$ cat src/rtl/imem_boot_ctrl.sv
// rtl/imem_boot_ctrl.sv - instruction memory boot loader and fetch port owner (optional macro: IMEM_BOOT_CSUM_EN)
module imem_boot_ctrl #(
    parameter int ADDR_W = 10,
    parameter int DEPTH  = 1024
) (
    input  logic              clk,
    input  logic              rst,
    input  logic              ld_valid,
    output logic              ld_ready,
    input  logic [7:0]        ld_byte,
    input  logic              ld_last,
    input  logic              reload,
    input  logic [31:0]       fetch_addr,
    output logic              mem_we,
    output logic [ADDR_W-1:0] mem_addr,
    output logic [31:0]       mem_wdata,
    output logic              cpu_rst,
    output logic              load_done,
    output logic [ADDR_W:0]   word_count,
    output logic              err_overflow
`ifdef IMEM_BOOT_CSUM_EN
    ,
    output logic              err_csum
`endif
);

    typedef enum logic [1:0] {S_IDLE, S_LOAD, S_FLUSH, S_RUN} state_t;

    localparam logic [ADDR_W:0] DEPTH_W = (ADDR_W+1)'(DEPTH);
    localparam logic [ADDR_W:0] PTR_ONE = (ADDR_W+1)'(1);

    state_t            state;
    logic [1:0]        byte_idx;
    logic [23:0]       shift;
    logic [ADDR_W:0]   wr_ptr;
    logic [ADDR_W-1:0] mem_addr_q;
    logic [31:0]       pad_word;
    logic [31:0]       wr_word;
    logic              wr_req;
    logic              unused_fetch_hi;

`ifdef IMEM_BOOT_CSUM_EN
    logic [7:0]  sum;
    logic [7:0]  sum_next;
    logic        csum_ok;
    logic [31:0] csum_word;
`endif

    assign ld_ready        = (state == S_IDLE) || (state == S_LOAD);
    assign mem_addr        = (state == S_RUN) ? fetch_addr[ADDR_W-1:0] : mem_addr_q;
    assign word_count      = wr_ptr;
    assign unused_fetch_hi = ^fetch_addr[31:ADDR_W];

    // Word formed by the incoming byte, left-aligned and zero-padded when the word is short
    always_comb begin
        pad_word = {shift, ld_byte};
        case (byte_idx)
            2'd0:    pad_word = {ld_byte, 24'h0};
            2'd1:    pad_word = {shift[7:0], ld_byte, 16'h0};
            2'd2:    pad_word = {shift[15:0], ld_byte, 8'h0};
            default: pad_word = {shift, ld_byte};
        endcase
    end

`ifdef IMEM_BOOT_CSUM_EN
    // Running modulo-256 sum and the partial data word that precedes the checksum byte
    always_comb begin
        sum_next = ((state == S_IDLE) ? 8'd0 : sum) + ld_byte;
        csum_ok  = (sum_next == 8'd0);
        case (byte_idx)
            2'd1:    csum_word = {shift[7:0], 24'h0};
            2'd2:    csum_word = {shift[15:0], 16'h0};
            2'd3:    csum_word = {shift[23:0], 8'h0};
            default: csum_word = 32'h0;
        endcase
    end
`endif

    // Decide whether the accepted byte completes a word that must be written next cycle
    always_comb begin
        wr_req  = 1'b0;
        wr_word = pad_word;
        if (ld_valid && ld_ready) begin
`ifdef IMEM_BOOT_CSUM_EN
            if (ld_last) begin
                wr_req  = csum_ok && (byte_idx != 2'd0);
                wr_word = csum_word;
            end else begin
                wr_req  = (byte_idx == 2'd3);
            end
`else
            wr_req = ld_last || (byte_idx == 2'd3);
`endif
        end
    end

    // Load sequencing, registered memory write port and core reset control
    always_ff @(posedge clk) begin
        if (rst) begin
            state        <= S_IDLE;
            byte_idx     <= 2'd0;
            shift        <= 24'h0;
            wr_ptr       <= '0;
            mem_addr_q   <= '0;
            mem_we       <= 1'b0;
            mem_wdata    <= 32'h0;
            cpu_rst      <= 1'b1;
            load_done    <= 1'b0;
            err_overflow <= 1'b0;
`ifdef IMEM_BOOT_CSUM_EN
            sum          <= 8'h0;
            err_csum     <= 1'b0;
`endif
        end else begin
            mem_we    <= 1'b0;
            mem_wdata <= 32'h0;
            case (state)
                S_IDLE, S_LOAD: begin
                    if (ld_valid) begin
                        shift    <= {shift[15:0], ld_byte};
                        byte_idx <= byte_idx + 2'd1;
                        state    <= S_LOAD;
`ifdef IMEM_BOOT_CSUM_EN
                        sum <= sum_next;
                        if (state == S_IDLE) err_csum <= 1'b0;
                        if (ld_last) begin
                            byte_idx <= 2'd0;
                            if (csum_ok) begin
                                state <= S_FLUSH;
                            end else begin
                                // Bad image: keep the core in reset and restart from word 0
                                state    <= S_IDLE;
                                err_csum <= 1'b1;
                                wr_ptr   <= '0;
                            end
                        end
`else
                        if (ld_last) begin
                            byte_idx <= 2'd0;
                            state    <= S_FLUSH;
                        end
`endif
                    end
                end
                S_FLUSH: begin
                    state     <= S_RUN;
                    cpu_rst   <= 1'b0;
                    load_done <= 1'b1;
                end
                default: begin
                    if (reload) begin
                        state        <= S_IDLE;
                        cpu_rst      <= 1'b1;
                        load_done    <= 1'b0;
                        wr_ptr       <= '0;
                        byte_idx     <= 2'd0;
                        err_overflow <= 1'b0;
                    end
                end
            endcase
            if (wr_req) begin
                if (wr_ptr == DEPTH_W) begin
                    err_overflow <= 1'b1;
                end else begin
                    mem_we     <= 1'b1;
                    mem_addr_q <= wr_ptr[ADDR_W-1:0];
                    mem_wdata  <= wr_word;
                    wr_ptr     <= wr_ptr + PTR_ONE;
                end
            end
        end
    end

endmodule

$ cat config.mk
export PLATFORM = sky130hd
export DESIGN_NAME = imem_boot_ctrl
export DESIGN_NICKNAME = d
export VERILOG_FILES = /design/src/rtl/imem_boot_ctrl.sv
export SDC_FILE = /design/constraint.sdc
export NUM_CORES = 1
export LEC_CHECK = 0
export CORE_MARGIN = 5
export CORE_UTILIZATION = 30
export CTS_BUF_LIST = sky130_fd_sc_hd__clkbuf_2
export CTS_CLUSTER_SIZE = 10
export DETAILED_ROUTE_END_ITERATION = 6
export GPL_TIMING_DRIVEN = 0
export HOLD_SLACK_MARGIN = 0.1
export PLACE_DENSITY_LB_ADDON = 0.2
export REMOVE_ABC_BUFFERS = 1
export SLEW_MARGIN = 5
export SYNTH_ARGS = -nofsm -noshare
export SYNTH_HDL_FRONTEND = slang
export SYNTH_SLANG_ARGS = --single-unit
$ cat constraint.sdc
create_clock -name clk -period 5.19 [get_ports clk]
set_clock_uncertainty 0.2 [all_clocks]
set_input_delay 1.038 -clock clk [delete_from_list [all_inputs] [get_ports clk]]
set_output_delay 1.038 -clock clk [all_outputs]
set_load 0.03 [all_outputs]
=== Yosys cells after proc, flatten, opt, wreduce, memory -nomap -nowiden ===
Index checks and enable logic that the tools add are counted.

* Flip-flop bits (word level): 85
* Output and inout port bits: 58

* Reductions and logical operators: 17
* Bitwise operators: 4
* Equality and inequality tests: 8
* $add $sub $neg: 2
* Multiplexer cells: 23

{| class="wikitable"
|+ Operator list
! operator !! count
|-
| case mux 32 bit (3 select lines) || 1
|-
| two-way mux 11 bit || 4
|-
| adder 11 x 1 -> 11 bit (second input constant) || 1
|-
| == test 11 bit (second input constant) || 1
|-
| two-way mux 10 bit || 1
|-
| two-way mux 2 bit || 5
|-
| == test 2 bit (second input constant) || 4
|-
| two-way mux 1 bit || 8
|-
| case mux 2 bit (2 select lines) || 2
|-
| AND reduction 2 bit || 4
|-
| OR reduction 3 bit || 2
|-
| == test 2 x 1 -> 1 bit (second input constant) || 2
|-
| logical NOT 2 bit || 2
|-
| NOT 1 bit || 4
|-
| case mux 1 bit (2 select lines) || 2
|-
| nonzero test 2 bit || 2
|-
| OR reduction 2 bit || 2
|-
| AND reduction 3 bit || 1
|-
| nonzero test 3 bit || 1
|-
| adder 2 x 1 -> 2 bit (second input constant) || 1
|-
| logical OR 1 bit || 2
|-
| != test 2 bit (second input constant) || 1
|-
| logical AND 1 bit || 1
|}

=== Longest topological paths before layout ===
Gate-level depths: netlist of run 1.

* Depth after elaboration: 6
* Depth in mapped cells: 8

=== Worst setup path after synthesis of run 1 ===
No wires, ideal clock.

* Path kind: input -> output
* From: in fetch_addr[0]
* To: out mem_addr[0]
* Stages: 1
* Slack: 2,585 ps
* Required time: 3,952 ps
* Data arrival time: 1,367 ps
* Cells stage by stage: mux2_2

* Word-level cells in the longest chain between the ends: 1

{| class="wikitable"
|+ Ends and longest elaborated chain
! what !! RTL line !! source
|-
| start: declaration || 13 || <nowiki>input logic [31:0] fetch_addr,</nowiki>
|-
| two-way mux 10 bit || 50 || <nowiki>assign mem_addr = (state == S_RUN) ? fetch_addr[ADDR_W-1:0] : mem_addr_q;</nowiki>
|-
| end: declaration || 15 || <nowiki>output logic [ADDR_W-1:0] mem_addr,</nowiki>
|}

No other way between the ends.

=== Final worst setup path of run 1 ===
* From: in ld_valid
* To: reg mem_wdata[5]

* Word-level cells in the longest chain between the ends: 4

{| class="wikitable"
|+ Ends and longest elaborated chain
! what !! RTL line !! source
|-
| start: declaration || 8 || <nowiki>input logic ld_valid,</nowiki>
|-
| logical AND 1 bit || 83 || <nowiki>if (ld_valid && ld_ready) begin</nowiki>
|-
| two-way mux 1 bit || 83 ||
|-
| NOT 1 bit (no source line) || -- ||
|-
| OR reduction 3 bit (no source line) || -- ||
|-
| end signal: assignment || 167 || <nowiki>mem_wdata <= wr_word;</nowiki>
|-
| end: declaration || 16 || <nowiki>output logic [31:0] mem_wdata,</nowiki>
|}

No other way between the ends.
A chain may end at the register's enable or synchronous reset.

==> results.json, run 1 <==
{
  "cpLargestDelayFamily": "simple AND/OR/NAND/NOR gates",
  "maxCapViolations": 0,
  "status": "finished clean",
  "worstPathArrival_ns": 4.55,
  "route.detailed.drc": 0,
  "cp_slowest_stage_delay_ns": 0.98,
  "drive_above_1_share": 0.0709,
  "synth-simple-area-share": 0.226,
  "wl_met3_um": 590,
  "num_rows": 39,
  "cts_tree": "yes",
  "r2r_end": "mem_wdata[5]",
  "dp.cells": 621,
  "ant_nets": 0,
  "cts_root_buf": "clkbuf_2",
  "preCtsSetupSlack_ns": -0.218,
  "holdPathEnd": "shift[17]",
  "synth_top_family_by_area": "simple AND/OR/NAND/NOR gates",
  "drt-total-wl_um": 9420,
  "synthMuxAreaShare": 0.0318,
  "vdd_ir_drop_max_mv": 0.128,
  "h-tree-depth": 3,
  "vias_per_cell": 5.13,
  "maxSlewViolCount": 0,
  "drt_first_pass_iters": 4,
  "grt_antenna_before_repair": 0,
  "whs_path_depth": 2,
  "worst-path-max-fanout": 29,
  "diodes": 0,
  "crit_type": "in2reg",
  "layout.cells.non_filler": 637,
  "setup_slack_ns": 0.920,
  "synth.yosys.seq_area_share": 0.481,
  "finalHoldViolCount": 0,
  "hold_path.class": "reg2reg",
  "routabilityCongestion": 0.779,
  "clock.fmax_mhz": 234,
  "final_cell_mix": "85 x dfxtp_1, 79 x clkdlybuf4s50_1, 74 x nand2_1, 67 x a21oi_1, 44 x nor2_1",
  "cp_num_buf_inv": 2,
  "rsz0062_at_grt": "no",
  "m1WireLength_um": 4400,
  "die_w_um": 119,
  "dieArea_um2": 14100,
  "ys_async_sr_fraction": 0,
  "grt-ovfl-total": 0,
  "synth_edf_count": 0,
  "wl_per_cell_um": 14.8,
  "io_pins": 103,
  "worst-slew-pin-transition_ns": 1.18,
  "period_share": 0.823,
  "wl_met2_um": 4350,
  "start_util": 0.309,
  "core-area_um2": 11500,
  "vias": 3270,
  "synth.cell_area_um2": 3540,
  "grt_pass1_wl_um": 15800,
  "cts.path.max_buffers": 2,
  "synth-main-ff-cell": "dfxtp_1",
  "leakage_nw": 1.58,
  "clkSinkCount": 85,
  "port_buffers": 80,
  "insertion_delay_ns": 0.54,
  "nFillCells": 1207,
  "ys_types": 39,
  "grt_max_degree": 50,
  "r2r_start": "state[1]",
  "yosysWarnings": 0,
  "clk_pin_slew_worst_paths_ns": 0.20,
  "fin_crit_ns": 4.27,
  "hp-start": "shift[17]",
  "ctsHoldBuffers": 0,
  "highest_layer": "met4",
  "reg2reg_setup_slack_ns": 1.38,
  "syn_to_final_growth_pct": 28.5,
  "die_h_um": 119,
  "worstSetupStartpointType": "primary input",
  "ctsResizeCount": 0,
  "synth-compound-area-share": 0.190,
  "startpoint": "ld_valid",
  "synthAdderAreaFrac": 0.0212,
  "synth_area_per_cell_um2": 8.29,
  "setup_viol": 0,
  "ys_ff_latch": 85,
  "path_cells": "clkdlybuf4s50_1, nand2b_1, nor2_2, nand3_2, inv_1, and3_1",
  "final_util": 0.397,
  "fin_nets": 540,
  "cp_data_required_time_ns": 5.47,
  "grt_pass1_vias": 3138,
  "dp_hpwl_um": 6140,
  "layout_commonest_cell": "dfxtp_1",
  "max_slew_margin": 0.217,
  "power_density_nw_per_um2": 252,
  "cts_setup_buffers": 0,
  "end_kind": "register",
  "yosys.area_share.xor_xnor": 0.00248,
  "cts_buffers": 9,
  "drt_iter0_drc": 190,
  "grt_util_all_layers": 0.135,
  "crit_slowest_cell": "nor2_2",
  "netlist_instances": 427,
  "reg2regPathDepth": 5
}
-- tightest hold or removal path, cell delays in order, from the launching register on --
cell,delay (ns)
dfxtp_1,0.35
nand2_1,0.05
a21oi_1,0.05
-- logic make-up (layout without fill, tap and decap cells) --
kind of cell,after synthesis,in the layout
XOR/XNOR,1,1
adder cells (fa/ha/maj),6,6
multiplexers,10,10
AO/OA/AOI/OAI,113,113
AND/OR/NAND/NOR,173,173
buffers and inverters,39,106
flip-flops,85,85
-- layout make-up --
type	count	area (um^2)	share of cell area
well taps	143	179	0.0394
clock buffers	9	45.0	0.00991
multi-input cells	303	1680	0.369
flip-flops and latches	85	1700	0.374
clock inverters	7	66.3	0.0146
inverters	7	26.3	0.00578
repair buffers	83	851	0.187
-- synth_stat cells (2+ instances only) --
| master | count | area (um^2) |
|---|---|---|
| or4_1 | 2 | 15.0 |
| mux2_2 | 10 | 113 |
| nor3_1 | 3 | 15.0 |
| nor2_1 | 45 | 169 |
| o311ai_1 | 2 | 17.5 |
| nand3b_1 | 9 | 67.6 |
| dfxtp_1 | 85 | 1700 |
| nand4_1 | 4 | 25.0 |
| a21oi_1 | 67 | 335 |
| nand2_1 | 74 | 278 |
| a22oi_1 | 9 | 67.6 |
| nor4_1 | 3 | 18.8 |
| ha_1 | 6 | 75.1 |
| buf_1 | 5 | 18.8 |
| buf_2 | 7 | 35.0 |
| nand2b_1 | 3 | 18.8 |
| a31oi_1 | 3 | 18.8 |
| clkbuf_1 | 18 | 67.6 |
| inv_1 | 7 | 26.3 |
| o211ai_1 | 6 | 45.0 |
| and3_1 | 10 | 62.6 |
| o21ai_0 | 13 | 65.1 |
| a222oi_1 | 8 | 80.1 |
| and4_1 | 4 | 35.0 |
| nand3_1 | 10 | 50.1 |
-- routing by layer --
metal | up-vias | GRT usage
met5 | - | 0
met4 | 0 | 0.0475
met3 | 6 | 0.0439
met2 | 87 | 0.218
met1 | 1548 | 0.169
li1 | 1629 | -
-- power breakdown --
part	switching [mW]	internal, mW
Combinational	0.0758	0.0509
Clock	0.231	0.108
Sequential	0.0126	0.667
Total	0.319	0.826
-- metrics by stage --
| step | hold WS, ns | setup TNS (ns) | area [um^2] | total power, mW |
|---|---|---|---|---|
| 5_1_grt | 0.288 | 0 | 4550 | 1.21 |
| 4_1_cts | 0.272 | 0 | 4540 | 1.17 |
| 3_5_place_dp | 0.247 | -1.67 | 4430 | 0.820 |
| 2_1_floorplan | 0.231 | 0 | 3400 | 0.755 |
| 6_report | 0.270 | 0 | 4550 | 1.15 |
| 3_3_place_gp | 0.243 | -1.05 | 4380 | 0.815 |
-- worst max path at each step --
| stage | to | slack [ns] | cells after the start |
|---|---|---|---|
| after detailed placement | mem_wdata[3] | -0.22 | 6 |
| after global routing | mem_wdata[4] | 0.60 | 6 |
| after global placement | mem_wdata[3] | -0.16 | 6 |
| final | mem_wdata[5] | 0.92 | 6 |
| after CTS | mem_wdata[1] | 0.38 | 6 |
| after floorplan | mem_wdata[0] | 1.73 | 6 |
-- sequential cells by signal, indices dropped and copies added (netlist names) --
register	flops
mem_wdata	32
shift	24
state	2
mem_addr_q	10
byte_idx	2
word_count	11
load_done	1
cpu_rst	1
err_overflow	1
mem_we	1
No activity file was read; power rests on OpenSTA's default activity.
==> inputs of run 2 (changes only) <==
clock period = 3.57 ns   (was 5.19 ns; I/O delays follow)
==> run 2 against run 1 <==
Against the previous run:
- critical endpoint is now mem_addr[2]
- flip-flop and latch count unchanged
- via count up 0.55%
- worst setup slack worse by 0.57 ns
- largest power group unchanged
- combinational power up 47%
- hold slack worse by 0.0096 ns
- design area up 0.36%
- sequential share of layout area down 0.13 points
- highest routed layer unchanged
==> results.json, run 2 (synthesized netlist as in run 1, its figures left out) <==
{
  "core-area_um2": 11500,
  "final_util": 0.398,
  "setup_viol": 0,
  "hold_path.class": "in2reg",
  "finalHoldViolCount": 0,
  "dp.cells": 621,
  "worst-slew-pin-transition_ns": 0.876,
  "vias_per_cell": 5.15,
  "path_cells": "nand2_2, mux2_2, clkdlybuf4s50_1",
  "final_cell_mix": "85 x dfxtp_1, 79 x clkdlybuf4s50_1, 73 x nand2_1, 67 x a21oi_1, 44 x nor2_1",
  "crit_type": "reg2out",
  "cts_setup_buffers": 0,
  "h-tree-depth": 3,
  "wl_per_cell_um": 14.9,
  "hp-start": "rst",
  "worstSetupStartpointType": "register",
  "largest_register_ffs": 32,
  "crit_slowest_cell": "clkdlybuf4s50_1",
  "dieArea_um2": 14100,
  "period_share": 0.901,
  "fin_crit_ns": 3.22,
  "status": "finished clean",
  "diodes": 0,
  "start_util": 0.309,
  "route.detailed.drc": 0,
  "grt_util_all_layers": 0.136,
  "grt_pass1_vias": 3173,
  "routabilityCongestion": 0.779,
  "grt_max_degree": 50,
  "fin_setup_tns_ns": 0,
  "leakage_nw": 1.58,
  "worstPathArrival_ns": 2.30,
  "grt_antenna_before_repair": 0,
  "worst-path-max-fanout": 10,
  "grt-ovfl-total": 0,
  "cts_buffers": 9,
  "p_total_mw": 1.67,
  "drt_iter0_drc": 163,
  "layout.cells.non_filler": 638,
  "io_pins": 103,
  "cp_slowest_stage_delay_ns": 0.67,
  "max_slew_margin": 0.416,
  "die_w_um": 119,
  "vdd_ir_drop_max_mv": 0.186,
  "num_rows": 39,
  "syn_to_final_growth_pct": 29.0,
  "nFillCells": 1208,
  "die_h_um": 119,
  "vias": 3288,
  "grt_pass1_wl_um": 16000,
  "insertion_delay_ns": 0.55,
  "cts_root_buf": "clkbuf_2",
  "drt_first_pass_iters": 4,
  "clk_pin_slew_worst_paths_ns": 0.24,
  "dp_hpwl_um": 6140,
  "fin_nets": 541,
  "r2r_start": "word_count[5]",
  "drive_above_1_share": 0.0768,
  "clock.fmax_mhz": 311,
  "power_density_nw_per_um2": 366,
  "ant_nets": 0,
  "maxSlewViolCount": 0,
  "end_kind": "output port",
  "cts.path.max_buffers": 2,
  "ctsHoldBuffers": 0,
  "startpoint": "state[1]",
  "clkSinkCount": 85,
  "largest-register": "mem_wdata",
  "maxCapViolations": 0,
  "cts_tree": "yes",
  "layout_commonest_cell": "dfxtp_1",
  "cp_data_required_time_ns": 2.66,
  "drt-total-wl_um": 9490,
  "rsz0062_at_grt": "no",
  "reg2reg_setup_slack_ns": 0.61,
  "port_buffers": 80
}
==> run 2: path summary, 6_finish.rpt <==
kind,to,cells after the start
setup / recovery,mem_addr[2],3
hold / removal,word_count[5],2
setup reg to reg,mem_wdata[5],5
hold reg to reg,shift[17],2
==> run 2: per-stage QoR <==
step | hold slack, ns | worst slack (ns) | instance area [um^2]
final | 0.261 | 0.353 | 4560
after global routing | 0.201 | 0.162 | 4560
after CTS | 0.195 | 0.113 | 4560
after detailed placement | 0.247 | -1.51 | 4430
after global placement | 0.243 | -1.46 | 4380
after floorplan | 0.231 | 0.105 | 3400
==> run 2: worst max-delay path, delay by kind of cell (launching register included) <==
kind                   cells  cell delay (ns)
and+or+nand+nor            1             0.25
muxes                      1             0.28
DFF                        1             0.55
buffers and inverters      1             0.67
==> run 2: metal layers <==
metal | global-route usage | routed length [um]
met2 | 0.220 | 4270
met4 | 0.0489 | 148
met3 | 0.0444 | 755
met5 | 0 | 0
met1 | 0.171 | 4310
==> run 2: cell type report <==
class / instances / area, um^2 / area share
Sequential cell: 85 / 1700 / 0.373
Clock buffer: 9 / 45.0 / 0.00987
Inverter: 7 / 26.3 / 0.00576
Multi-Input combinational cell: 304 / 1690 / 0.371
Clock inverter: 7 / 66.3 / 0.0145
Tap cell: 143 / 179 / 0.0392
Timing Repair Buffer: 83 / 851 / 0.186
==> run 2: timing repair <==
action,4_1_cts,5_1_grt
setup endpoints to repair,33,10
gates cloned,1,0
pin swaps,1,0
gates resized for setup,2,1
==> run 2: power breakdown <==
group | switching [mW] | total [mW] | internal, mW
sequential | 0.0186 | 0.989 | 0.970
clock | 0.338 | 0.495 | 0.156
combinational | 0.112 | 0.187 | 0.0748
==> inputs of run 3 (changes only) <==
CORE_UTILIZATION = 44   (was 30)
GPL_TIMING_DRIVEN = unset   (was 0)
==> run 3 against run 2 <==
Against the previous run:
- critical path depth unchanged
- highest routed layer unchanged
- global-route usage rose by 4.6 points
- via count shrank 0.15%
- routed wire length is 7.6% lower
- critical path type unchanged
- register-to-register slack gained 0.68 ns
- utilization is 19 points higher
- maximum frequency down 2.2%
- die area fell by 29%
- total power grew 7.7%
- first-iteration DRC count grew 23%
- sequential share of layout area is 0.19 points higher
==> results.json, run 3 (synthesized netlist as in run 1, its figures left out) <==
{
  "final_cell_mix": "85 x dfxtp_1, 79 x clkdlybuf4s50_1, 74 x nand2_1, 67 x a21oi_1, 45 x nor2_1",
  "leakage_nw": 1.62,
  "dieArea_um2": 9940,
  "drt-total-wl_um": 8770,
  "worstPathArrival_ns": 2.37,
  "largest-register": "mem_wdata",
  "insertion_delay_ns": 0.53,
  "dp.cells": 584,
  "start_util": 0.456,
  "drive_above_1_share": 0.0803,
  "vias_per_cell": 5.47,
  "wl_per_cell_um": 14.6,
  "die_h_um": 99.7,
  "layout_commonest_cell": "dfxtp_1",
  "drt_first_pass_iters": 5,
  "rsz0062_at_grt": "no",
  "crit_cells": 3,
  "crit_slowest_cell": "clkdlybuf4s50_1",
  "cts_tree": "yes",
  "reg2regPathDepth": 4,
  "grt_util_all_layers": 0.182,
  "route.detailed.drc": 0,
  "ctsHoldBuffers": 0,
  "port_buffers": 80,
  "maxSlewViolCount": 0,
  "clkSinkCount": 85,
  "dp_hpwl_um": 5790,
  "largest_register_ffs": 32,
  "hold_path.class": "reg2reg",
  "io_pins": 103,
  "p_total_mw": 1.80,
  "drt_iter0_drc": 200,
  "fin_nets": 544,
  "cts.path.max_buffers": 2,
  "clock.fmax_mhz": 304,
  "vias": 3283,
  "cp_num_buf_inv": 1,
  "worstSetupStartpointType": "register",
  "max_slew_margin": 0.418,
  "setup_viol": 0,
  "worst-path-max-fanout": 10,
  "core-area_um2": 7770,
  "reg2reg_setup_slack_ns": 1.29,
  "path_cells": "nand2_1, mux2_2, clkdlybuf4s50_1",
  "crit_type": "reg2out",
  "cp_slowest_stage_delay_ns": 0.67,
  "r2r_start": "word_count[5]",
  "clk_pin_slew_worst_paths_ns": 0.22,
  "num_rows": 32,
  "grt-ovfl-total": 0,
  "ctsResizeCount": 0,
  "fin_crit_ns": 3.29,
  "period_share": 0.921,
  "cts_root_buf": "clkbuf_2",
  "r2r_end": "word_count[8]",
  "status": "finished clean",
  "finalHoldViolCount": 0,
  "grt_pass1_wl_um": 14700,
  "cpLargestDelayFamily": "buffers and inverters",
  "diodes": 0,
  "end_kind": "output port",
  "nFillCells": 745,
  "ant_nets": 0,
  "h-tree-depth": 3,
  "cp_data_required_time_ns": 2.66,
  "grt_pass1_vias": 3115,
  "syn_to_final_growth_pct": 28.3,
  "cts_setup_buffers": 0,
  "holdPathEnd": "shift[19]",
  "whs_path_depth": 2,
  "maxCapViolations": 0,
  "layout.cells.non_filler": 600,
  "power_density_nw_per_um2": 396,
  "routabilityCongestion": 0.779,
  "grt_max_degree": 50,
  "hp-start": "shift[19]",
  "vdd_ir_drop_max_mv": 0.222,
  "die_w_um": 99.7,
  "fin_setup_tns_ns": 0,
  "grt_antenna_before_repair": 0,
  "worst-slew-pin-transition_ns": 0.872,
  "cts_buffers": 9
}
-- run 3: cell types whose count changed in the layout (fill, tap and decap cells not counted), moves of 2 or more --
| cell | delta |
|---|---|
| buf_12 | -2 |
| buf_4 | +7 |
| bufinv_16 | +2 |
| clkinv_1 | -2 |
-- run 3: through the flow --
step                      cell area (um^2)  setup WS (ns)  hold slack, ns   util
final                                 4540          0.282           0.270  0.585
after global routing                  4540          0.120           0.304  0.585
after CTS                             4540          0.230           0.273  0.585
after detailed placement              4380          0.662           0.249  0.564
after global placement                4380          0.692           0.243  0.564
after floorplan                       3400          0.105           0.231      -
-- run 3: worst max path at each step --
| stage | startpoint | end | slack, ns |
|---|---|---|---|
| final | state[1] | mem_addr[8] | 0.28 |
| after global routing | state[1] | mem_addr[9] | 0.12 |
| after CTS | state[1] | mem_addr[9] | 0.23 |
| after detailed placement | fetch_addr[8] | mem_addr[8] | 0.66 |
| after global placement | fetch_addr[9] | mem_addr[9] | 0.69 |
| after floorplan | byte_idx[0] | mem_wdata[0] | 0.11 |
-- run 3: cell type report --
| class | instances | area [um^2] | share of cell area |
|---|---|---|---|
| tap | 102 | 128 | 0.0281 |
| sequential | 85 | 1700 | 0.375 |
| clock inverter | 6 | 111 | 0.0245 |
| multi-input combinational | 303 | 1680 | 0.369 |
| clock buffer | 10 | 50.0 | 0.0110 |
| timing repair buffer | 87 | 848 | 0.187 |
| inverter | 7 | 26.3 | 0.00579 |
-- run 3: worst register-to-register path, delay by kind of cell, from the launching register on --
kind,cells,cell delay [ns]
AOI/OAI and AO/OA,1,0.28
and+or+nand+nor,3,1.30
DFF,1,0.44
-- run 3: per-layer routing --
layer | up-vias | wire [um] | track usage | share of wire
li1 | 1629 | - | - | -
met1 | 1550 | 3980 | 0.233 | 0.45
met2 | 91 | 4200 | 0.298 | 0.48
met3 | 13 | 456 | 0.0365 | 0.052
met4 | 0 | 140 | 0.0777 | 0.016
met5 | - | 0 | 0 | 0
-- run 3: power by group --
part	leakage (nW)	total [mW]	internal (mW)	switching, mW
sequential	0.688	0.988	0.970	0.0178
combinational	0.838	0.183	0.0735	0.110
clock	0.0921	0.629	0.304	0.324
total	1.62	1.80	1.35	0.452
